===== config.mk =====
export PLATFORM = sky130hd
export DESIGN_NAME = fpu_compare_seq
export DESIGN_NICKNAME = d
export VERILOG_FILES = /design/src/rtl/fpu_compare_seq.sv
export SDC_FILE = /design/constraint.sdc
export NUM_CORES = 1
export LEC_CHECK = 0
export BUFFER_PORTS_ARGS = -buffer_cell sky130_fd_sc_hd__buf_2
export CAP_MARGIN = 20
export CORE_MARGIN = 2
export CORE_UTILIZATION = 40
export CTS_CLUSTER_DIAMETER = 100
export DETAILED_ROUTE_END_ITERATION = 12
export PLACE_DENSITY = 0.82
export SKIP_LAST_GASP = 1
export SYNTH_ARGS = -nofsm -noshare
export SYNTH_HDL_FRONTEND = slang
export SYNTH_SLANG_ARGS = --single-unit

===== constraint.sdc =====
create_clock -name clk -period 2.6 [get_ports clk]
set_input_delay 0.13 -clock clk [delete_from_list [all_inputs] [get_ports clk]]
set_output_delay 0.13 -clock clk [all_outputs]
set_load 0.005 [all_outputs]

===== src/rtl/fpu_compare_seq.sv =====
// x87 compare sequencer: drives the fp64 magnitude comparator, adds NaN/empty/denormal
// classification, and produces the CC or EFLAGS writeback, the pop count and the exception flags.
module fpu_compare_seq #(
    parameter int CMP_LAT = 0
) (
    input  logic        clk,
    input  logic        rst,
    input  logic        start,
    input  logic [63:0] op_a,
    input  logic [63:0] op_b,
    input  logic        empty_a,
    input  logic        empty_b,
    input  logic        unord_ok,
    input  logic        to_eflags,
    input  logic [1:0]  pop_req,
    input  logic        cw_im,
    input  logic        abort,
    output logic [63:0] cmp_a,
    output logic [63:0] cmp_b,
    input  logic        cmp_lt,
    input  logic        cmp_eq,
    input  logic        cmp_gt,
    output logic        busy,
    output logic        done,
    input  logic        done_ack,
    output logic [3:0]  cc,
    output logic        cc_we,
    output logic        zf,
    output logic        pf,
    output logic        cf,
    output logic        eflags_we,
    output logic [1:0]  pop_cnt,
    output logic        exc_ie,
    output logic        exc_sf,
    output logic        exc_de,
    output logic [1:0]  dbg_state
);

    // Handshake: done stays high in DONE until the cycle done_ack is sampled high;
    // abort wins over done_ack and start in every state.

    typedef enum logic [1:0] {
        IDLE = 2'd0,
        WAIT = 2'd1,
        EVAL = 2'd2,
        DONE = 2'd3
    } state_t;

    localparam int CNT_W = (CMP_LAT > 0) ? $clog2(CMP_LAT + 1) : 1;
    localparam logic [CNT_W-1:0] CNT_LOAD = CNT_W'(CMP_LAT);

    state_t           state;
    state_t           state_nx;
    logic [CNT_W-1:0] cnt;

    logic       empty_a_q;
    logic       empty_b_q;
    logic       unord_ok_q;
    logic       to_eflags_q;
    logic [1:0] pop_req_q;
    logic       cw_im_q;

    logic       sf_c;
    logic       nan_c;
    logic       snan_c;
    logic       ie_c;
    logic       de_c;
    logic [3:0] cc_c;
    logic [1:0] pop_sat;
    logic [1:0] pop_c;
    logic       cc_we_c;
    logic       eflags_we_c;

    function automatic logic is_nan(input logic [63:0] v);
        return (v[62:52] == 11'h7FF) && (v[51:0] != 52'd0);
    endfunction

    function automatic logic is_snan(input logic [63:0] v);
        return is_nan(v) && !v[51];
    endfunction

    function automatic logic is_den(input logic [63:0] v);
        return (v[62:52] == 11'h000) && (v[51:0] != 52'd0);
    endfunction

    always_ff @(posedge clk) begin
        if (rst) begin
            state <= IDLE;
        end else begin
            state <= state_nx;
        end
    end

    always_comb begin
        state_nx = state;
        if (abort) begin
            state_nx = IDLE;
        end else begin
            case (state)
                IDLE:    if (start) state_nx = WAIT;
                WAIT:    if (cnt == '0) state_nx = EVAL;
                EVAL:    state_nx = DONE;
                DONE:    if (done_ack) state_nx = IDLE;
                default: state_nx = IDLE;
            endcase
        end
    end

    assign busy      = (state != IDLE);
    assign done      = (state == DONE);
    assign dbg_state = state;

    // Classification works on the latched operands, which are also what the comparator sees.
    always_comb begin
        sf_c   = empty_a_q | empty_b_q;
        nan_c  = !sf_c && (is_nan(cmp_a) || is_nan(cmp_b));
        snan_c = !sf_c && (is_snan(cmp_a) || is_snan(cmp_b));
        ie_c   = sf_c | (nan_c & !unord_ok_q) | snan_c;
        de_c   = !sf_c && !nan_c && (is_den(cmp_a) || is_den(cmp_b));

        if (sf_c || nan_c) begin
            cc_c = 4'b1101;
        end else if (cmp_lt) begin
            cc_c = 4'b0001;
        end else if (cmp_eq) begin
            cc_c = 4'b1000;
        end else if (cmp_gt) begin
            cc_c = 4'b0000;
        end else begin
            cc_c = 4'b1101;
        end

        // FCOMI-class instructions pop at most once.
        pop_sat = (pop_req_q == 2'd3) ? 2'd2 : pop_req_q;
        if (to_eflags_q && (pop_sat == 2'd2)) begin
            pop_sat = 2'd1;
        end

        if (ie_c && !cw_im_q) begin
            cc_we_c     = 1'b0;
            eflags_we_c = 1'b0;
            pop_c       = 2'd0;
        end else begin
            cc_we_c     = !to_eflags_q;
            eflags_we_c = to_eflags_q;
            pop_c       = pop_sat;
        end
    end

    always_ff @(posedge clk) begin
        if (rst) begin
            cnt         <= '0;
            cmp_a       <= '0;
            cmp_b       <= '0;
            empty_a_q   <= 1'b0;
            empty_b_q   <= 1'b0;
            unord_ok_q  <= 1'b0;
            to_eflags_q <= 1'b0;
            pop_req_q   <= 2'd0;
            cw_im_q     <= 1'b0;
            cc          <= 4'd0;
            cc_we       <= 1'b0;
            zf          <= 1'b0;
            pf          <= 1'b0;
            cf          <= 1'b0;
            eflags_we   <= 1'b0;
            pop_cnt     <= 2'd0;
            exc_ie      <= 1'b0;
            exc_sf      <= 1'b0;
            exc_de      <= 1'b0;
        end else if (abort) begin
            cc_we     <= 1'b0;
            eflags_we <= 1'b0;
            exc_ie    <= 1'b0;
            exc_sf    <= 1'b0;
            exc_de    <= 1'b0;
        end else begin
            case (state)
                IDLE: begin
                    if (start) begin
                        cmp_a       <= op_a;
                        cmp_b       <= op_b;
                        empty_a_q   <= empty_a;
                        empty_b_q   <= empty_b;
                        unord_ok_q  <= unord_ok;
                        to_eflags_q <= to_eflags;
                        pop_req_q   <= pop_req;
                        cw_im_q     <= cw_im;
                        cnt         <= CNT_LOAD;
                    end
                end
                WAIT: begin
                    if (cnt != '0) begin
                        cnt <= cnt - 1'b1;
                    end
                end
                EVAL: begin
                    cc        <= cc_c;
                    zf        <= cc_c[3];
                    pf        <= cc_c[2];
                    cf        <= cc_c[0];
                    cc_we     <= cc_we_c;
                    eflags_we <= eflags_we_c;
                    pop_cnt   <= pop_c;
                    exc_ie    <= ie_c;
                    exc_sf    <= sf_c;
                    exc_de    <= de_c;
                end
                DONE: begin
                    if (done_ack) begin
                        cc_we     <= 1'b0;
                        eflags_we <= 1'b0;
                    end
                end
                default: ;
            endcase
        end
    end

endmodule


; Word level (Yosys, flattened, before mapping)
; Index checks and enable logic that the tools add are counted.
[word_totals]
ff_bits = 152
latch_bits = 0
ramBits = 0
romBits = 0
inputBits = 143
output_inout_bits = 146
n_memories = 0
[op_classes]
addsub = 1
multipliers = 0
n_div = 0
n_lt_le_gt_ge = 0
eq_ne = 10
n_shift = 0
muxes = 19
n_bitwise = 5
reduce_logical = 37
[op_table]
columns = cell, count
row1 = $reduce_bool A52 Y1, 2
row2 = $eq A11 B11 Y1 const B, 2
row3 = $logic_not A11 Y1, 2
row4 = $mux W4, 4
row5 = $logic_and A1 B1 Y1, 12
row6 = $mux W2, 6
row7 = $reduce_and A3 Y1, 3
row8 = $eq A2 B2 Y1 const B, 4
row9 = $pmux W2 S4, 1
row10 = $logic_not A1 Y1, 7
row11 = $pmux W1 S2, 3
row12 = $reduce_bool A2 Y1, 3
row13 = $mux W1, 5
row14 = $logic_or A1 B1 Y1, 4
row15 = $ne A2 B2 Y1 const B, 2
row16 = $reduce_and A2 Y1, 2
row17 = $or A1 B1 Y1, 3
row18 = $eq A2 B1 Y1 const B, 1
row19 = $logic_not A2 Y1, 1
row20 = $ne A2 B1 Y1 const B, 1
row21 = $reduce_or A2 Y1, 1
row22 = $and A1 B1 Y1, 1
row23 = $not A1 Y1, 1
row24 = $sub A1 B1 Y1 const B, 1

; Longest topological paths before layout
[logic_depth]
ltp_word = 10
ltp_mapped = 9
mapped_depth_nobuf = 6

; Worst setup path after synthesis
; OpenSTA, ideal clock, no wires.
[synth_path]
path_kind = reg-to-reg
startpoint = register state[0] (netlist: dbg_state[0])
endpoint = register cmp_a[60]
setup_ns = 0.070
arrival_time_ns = 1.944
required_time_ns = 2.530
path_slack_ns = 0.585
stages_incl_launch_ff = 9
n_path_buf = 2
cell_sequence = dfxtp_1 inv_1 ha_1 inv_1 nor3_1 clkbuf_1 buf_1 nand2_1 a21oi_1
[synth_via]
elab_chain_len = 2
[synth_rtl]
columns = element, line
row1 = "start, declared", 52  ; state_t state;
row2 = "start signal, assigned", 90  ; state <= state_nx;
row3 = $logic_not A2 Y1, 178  ; case (state)
row4 = $reduce_and A3 Y1 (no source line), --
row5 = "end signal, assigned", 181  ; cmp_a <= op_a;
row6 = "end, declared", 18  ; output logic [63:0] cmp_a,
; No other way between the ends.
; A chain may end at the register's enable or synchronous reset.

; Worst setup path after layout
[layout_path]
startpoint = register cmp_b[0]
endpoint = register eflags_we
[layout_via]
elab_chain_len = 10
elab_cells_between_ends = 13
[layout_rtl]
columns = element, line
row1 = "start, declared", 19  ; output logic [63:0] cmp_b,
row2 = "start signal, assigned", 182  ; cmp_b <= op_b;
row3 = $reduce_bool A52 Y1 *, 75  ; return (v[62:52] == 11'h7FF) && (v[51:0] != 52'd0);
row4 = $logic_and A1 B1 Y1 *, 75
row5 = $logic_or A1 B1 Y1, 116  ; nan_c = !sf_c && (is_nan(cmp_a) || is_nan(cmp_b));
row6 = $logic_and A1 B1 Y1, 116
row7 = $and A1 B1 Y1, 118  ; ie_c = sf_c | (nan_c & !unord_ok_q) | snan_c;
row8 = $or A1 B1 Y1, 118
row9 = $or A1 B1 Y1 *, 118
row10 = $logic_and A1 B1 Y1 *, 139  ; if (ie_c && !cw_im_q) begin
row11 = $mux W1 *, 139
row12 = $pmux W1 S2 *, 178
row13 = "end signal, assigned", 203  ; eflags_we <= eflags_we_c;
row14 = "end, declared", 31  ; output logic eflags_we,
; Mark *: on every way between the ends. The rest lies on a longest branch, timed or not.

==> qor.txt <==
CP Data Required Time = 2.91 ns
Cells after Synth = 726
Fill cells = 1,022
Worst setup margin = 0.170 ns
Final hold slack = 0.0220 ns
Final Cycle Share = 93.5%
Hold Path Stages = 2
Post-place instance area = 0.00717 mm²
Setup TNS = 0 ns
Layout cells sized above 1 = 29.6%
Via count = 6,954
Final cell count without fillers = 1,321
Pwr/cell area = 618 mW/mm²
I/O pins = 289
Number of vias per cell = 5.26
Hold Path End = dbg_state[1]
CP startpoint kind = flop
Port Buffers = 287
1st-iter DRT viols = 488
Top FF cell, synth = dfxtp_1
Synth top area share = 52.4%
Fin. Hold Viols = 0
Cells after DPL = 1,151
Area leader, netlist = dfxtp_1
Slew Viols, Final = 0
Die H = 122 µm
Ys Warns = 0
Slew of the pin with the lowest slew margin = 0.693 ns
Reg clk slew, reported paths = 0.06 ns
First-pass GRT wire length = 33.2 mm
Max-cap violation count = 0
Routed Antenna Nets = 0
Dpl hpwl = 12.9 mm
H-tree levels = 4
Wirelength per Cell = 16.8 µm
CP Class = reg -> reg
FMAX = 412 MHz
Async set-reset flop share out of synthesis = 0%
Die width = 122 µm
VDD IR-drop max = 651 µV
Drt first pass iters = 7
Worst EP arrival = 2.74 ns
#FFs+latches synth = 147
Cell Area, Synth = 0.00561 mm²
Rows = 43
Largest net degree at the start of global routing = 69
Final nets = 1,274
Min Clock Period, post-route = 2.43 ns
Worst skew pair latency = 0.42 ns
Worst Min Path Start = abort
Top post-synthesis cells by count = nand2_1 (275), dfxtp_1 (147), a21oi_1 (141)
Most frequent cell after synthesis = nand2_1
Vias in the first global route = 6,738
RSZ-0062 raised after global routing = no
Detailed Route WL = 22.2 mm
Starting Density = 40.8%
CP Max Fanout = 4
Clk_skew = 0.00969 ns
TritonCTS clock tree = done
Final Util = 66.3%
Die area = 0.0150 mm²
Reg2reg end = eflags_we
Mean Syn Cell Area = 7.73 µm²
GP Congestion = 0.834
Post-synth EDFFs = 0
N_diodes = 0
Reg2reg start = cmp_b[0]
Status = finished clean
Netlist cell types = 35
Core area = 0.0138 mm²
Reg2reg setup slack = 0.17 ns
Area Overhead vs Synth = 62.8%
Clock Sinks = 147
Post-synthesis sequential area ratio = 52.4%
Lkg Pwr = 4.13 nW
Post-route DRC = 0
Slew headroom = 53.8%
Worst-case clock buffer depth = 2
Num CTS Buffers = 17
Top post-synthesis cells by area = dfxtp_1 (52%), nand2_1 (18%), a21oi_1 (13%)
Initial antenna violation count = 0
Worst r2r path cells = 7
Synthesized net count = 872
CTS Root Buffer Type = clkbuf_16
Post-CTS setup buffer count = 0
Final setup fails = 0
Grt ovf = 0
Tot GR Track Use = 28.6%
Worst setup EP type = flop
Pre-CTS setup slack = 0.176 ns
Hold Path Class = in -> reg
Overall Power = 5.65 mW
Final Instance Area = 0.00914 mm²
worst max-delay path by stage:
| stage | start | end | slack [ns] | cells past startpoint |
|---|---|---|---|---|
| floorplan | dbg_state[0] | cmp_a[60] | 0.59 | 8 |
| global placement | cmp_b[0] | cc[0] | 0.18 | 7 |
| detailed placement | cmp_b[0] | cc[0] | 0.18 | 7 |
| CTS | cmp_b[0] | eflags_we | 0.13 | 7 |
| global route | cmp_b[0] | eflags_we | 0.02 | 7 |
| finish | cmp_b[0] | eflags_we | 0.17 | 7 |
metal layers:
metal	up-vias	share of wire (%)	global-route usage, %
met5	-	0	0
met4	0	5.1	15.8
met3	96	9.7	11.0
met2	425	50	50.3
met1	3192	35	29.0
li1	3241	-	-
worst max-delay path: stages, from the launching register on:
cell,delay [ns]
dfxtp_1,0.32
nor4_1,0.40
buf_4,0.19
nand4_1,0.07
or4_1,0.63
a31oi_1,0.30
o21ai_2,0.14
o31ai_1,0.29
placed cells by master, fill, tap and decap left out, types with 2 or more instances in the layout:
| cell | count |
|---|---|
| a21oi_1 | 141 |
| a31oi_1 | 2 |
| buf_12 | 2 |
| buf_2 | 286 |
| buf_4 | 7 |
| bufinv_16 | 2 |
| clkbuf_1 | 2 |
| clkbuf_16 | 17 |
| clkinv_2 | 4 |
| clkinv_4 | 4 |
| dfxtp_1 | 147 |
| dlygate4sd3_1 | 138 |
| ha_1 | 3 |
| inv_1 | 9 |
| nand2_1 | 275 |
| nand3_1 | 7 |
| nand4_1 | 8 |
| nor2_1 | 14 |
| nor2b_1 | 3 |
| nor3_1 | 5 |
| nor3b_1 | 3 |
| nor4_1 | 28 |
| nor4_2 | 4 |
| o21a_1 | 4 |
| o21ai_0 | 2 |
| o31ai_1 | 4 |
sequential cells by signal (all words and copies together) (netlist names):
name and cells:
cmp_a 64, pop_req_q 2, exc_ie 1, cc_we 1
unord_ok_q 1, dbg_state 2, eflags_we 1, empty_a_q 1
cc 3, cmp_b 64, pop_cnt 2, cw_im_q 1
to_eflags_q 1, exc_sf 1, exc_de 1, empty_b_q 1
power by group:
part	leakage, nW	switching, mW	total [mW]	internal, mW
logic	2.65	0.395	0.806	0.411
clock network	0.284	0.952	2.39	1.44
registers	1.20	0.0933	2.45	2.36
cell type report:
| cell class | instances | area [µm²] | area share (%) |
|---|---|---|---|
| Inverter | 9 | 33.8 | 0.370 |
| Sequential cell | 147 | 2940 | 32.2 |
| Clock buffer | 20 | 447 | 4.89 |
| Clock inverter | 12 | 131 | 1.44 |
| Tap cell | 180 | 225 | 2.46 |
| Timing Repair Buffer | 434 | 2920 | 31.9 |
| Multi-Input combinational cell | 519 | 2440 | 26.7 |
kinds of logic (layout without fill, tap and decap cells):
kind of cell	count (synthesis)	after routing	synth area share [%]
AOI/OAI and AO/OA	160	160	15.3
muxes	2	2	0.379
other	1	1	0.0668
adders and majority gates	3	3	0.669
DFF	147	147	52.4
and+or+nand+nor	353	353	26.9
buffers and inverters	60	475	4.28
timing repair:
action	in CTS	in global routing
endpoints found under the setup margin	0	1
hold buffers	138	0
gates resized for setup	0	1
hold endpoints to repair	136	0
Note: power is estimated with default switching activity, not from simulation.
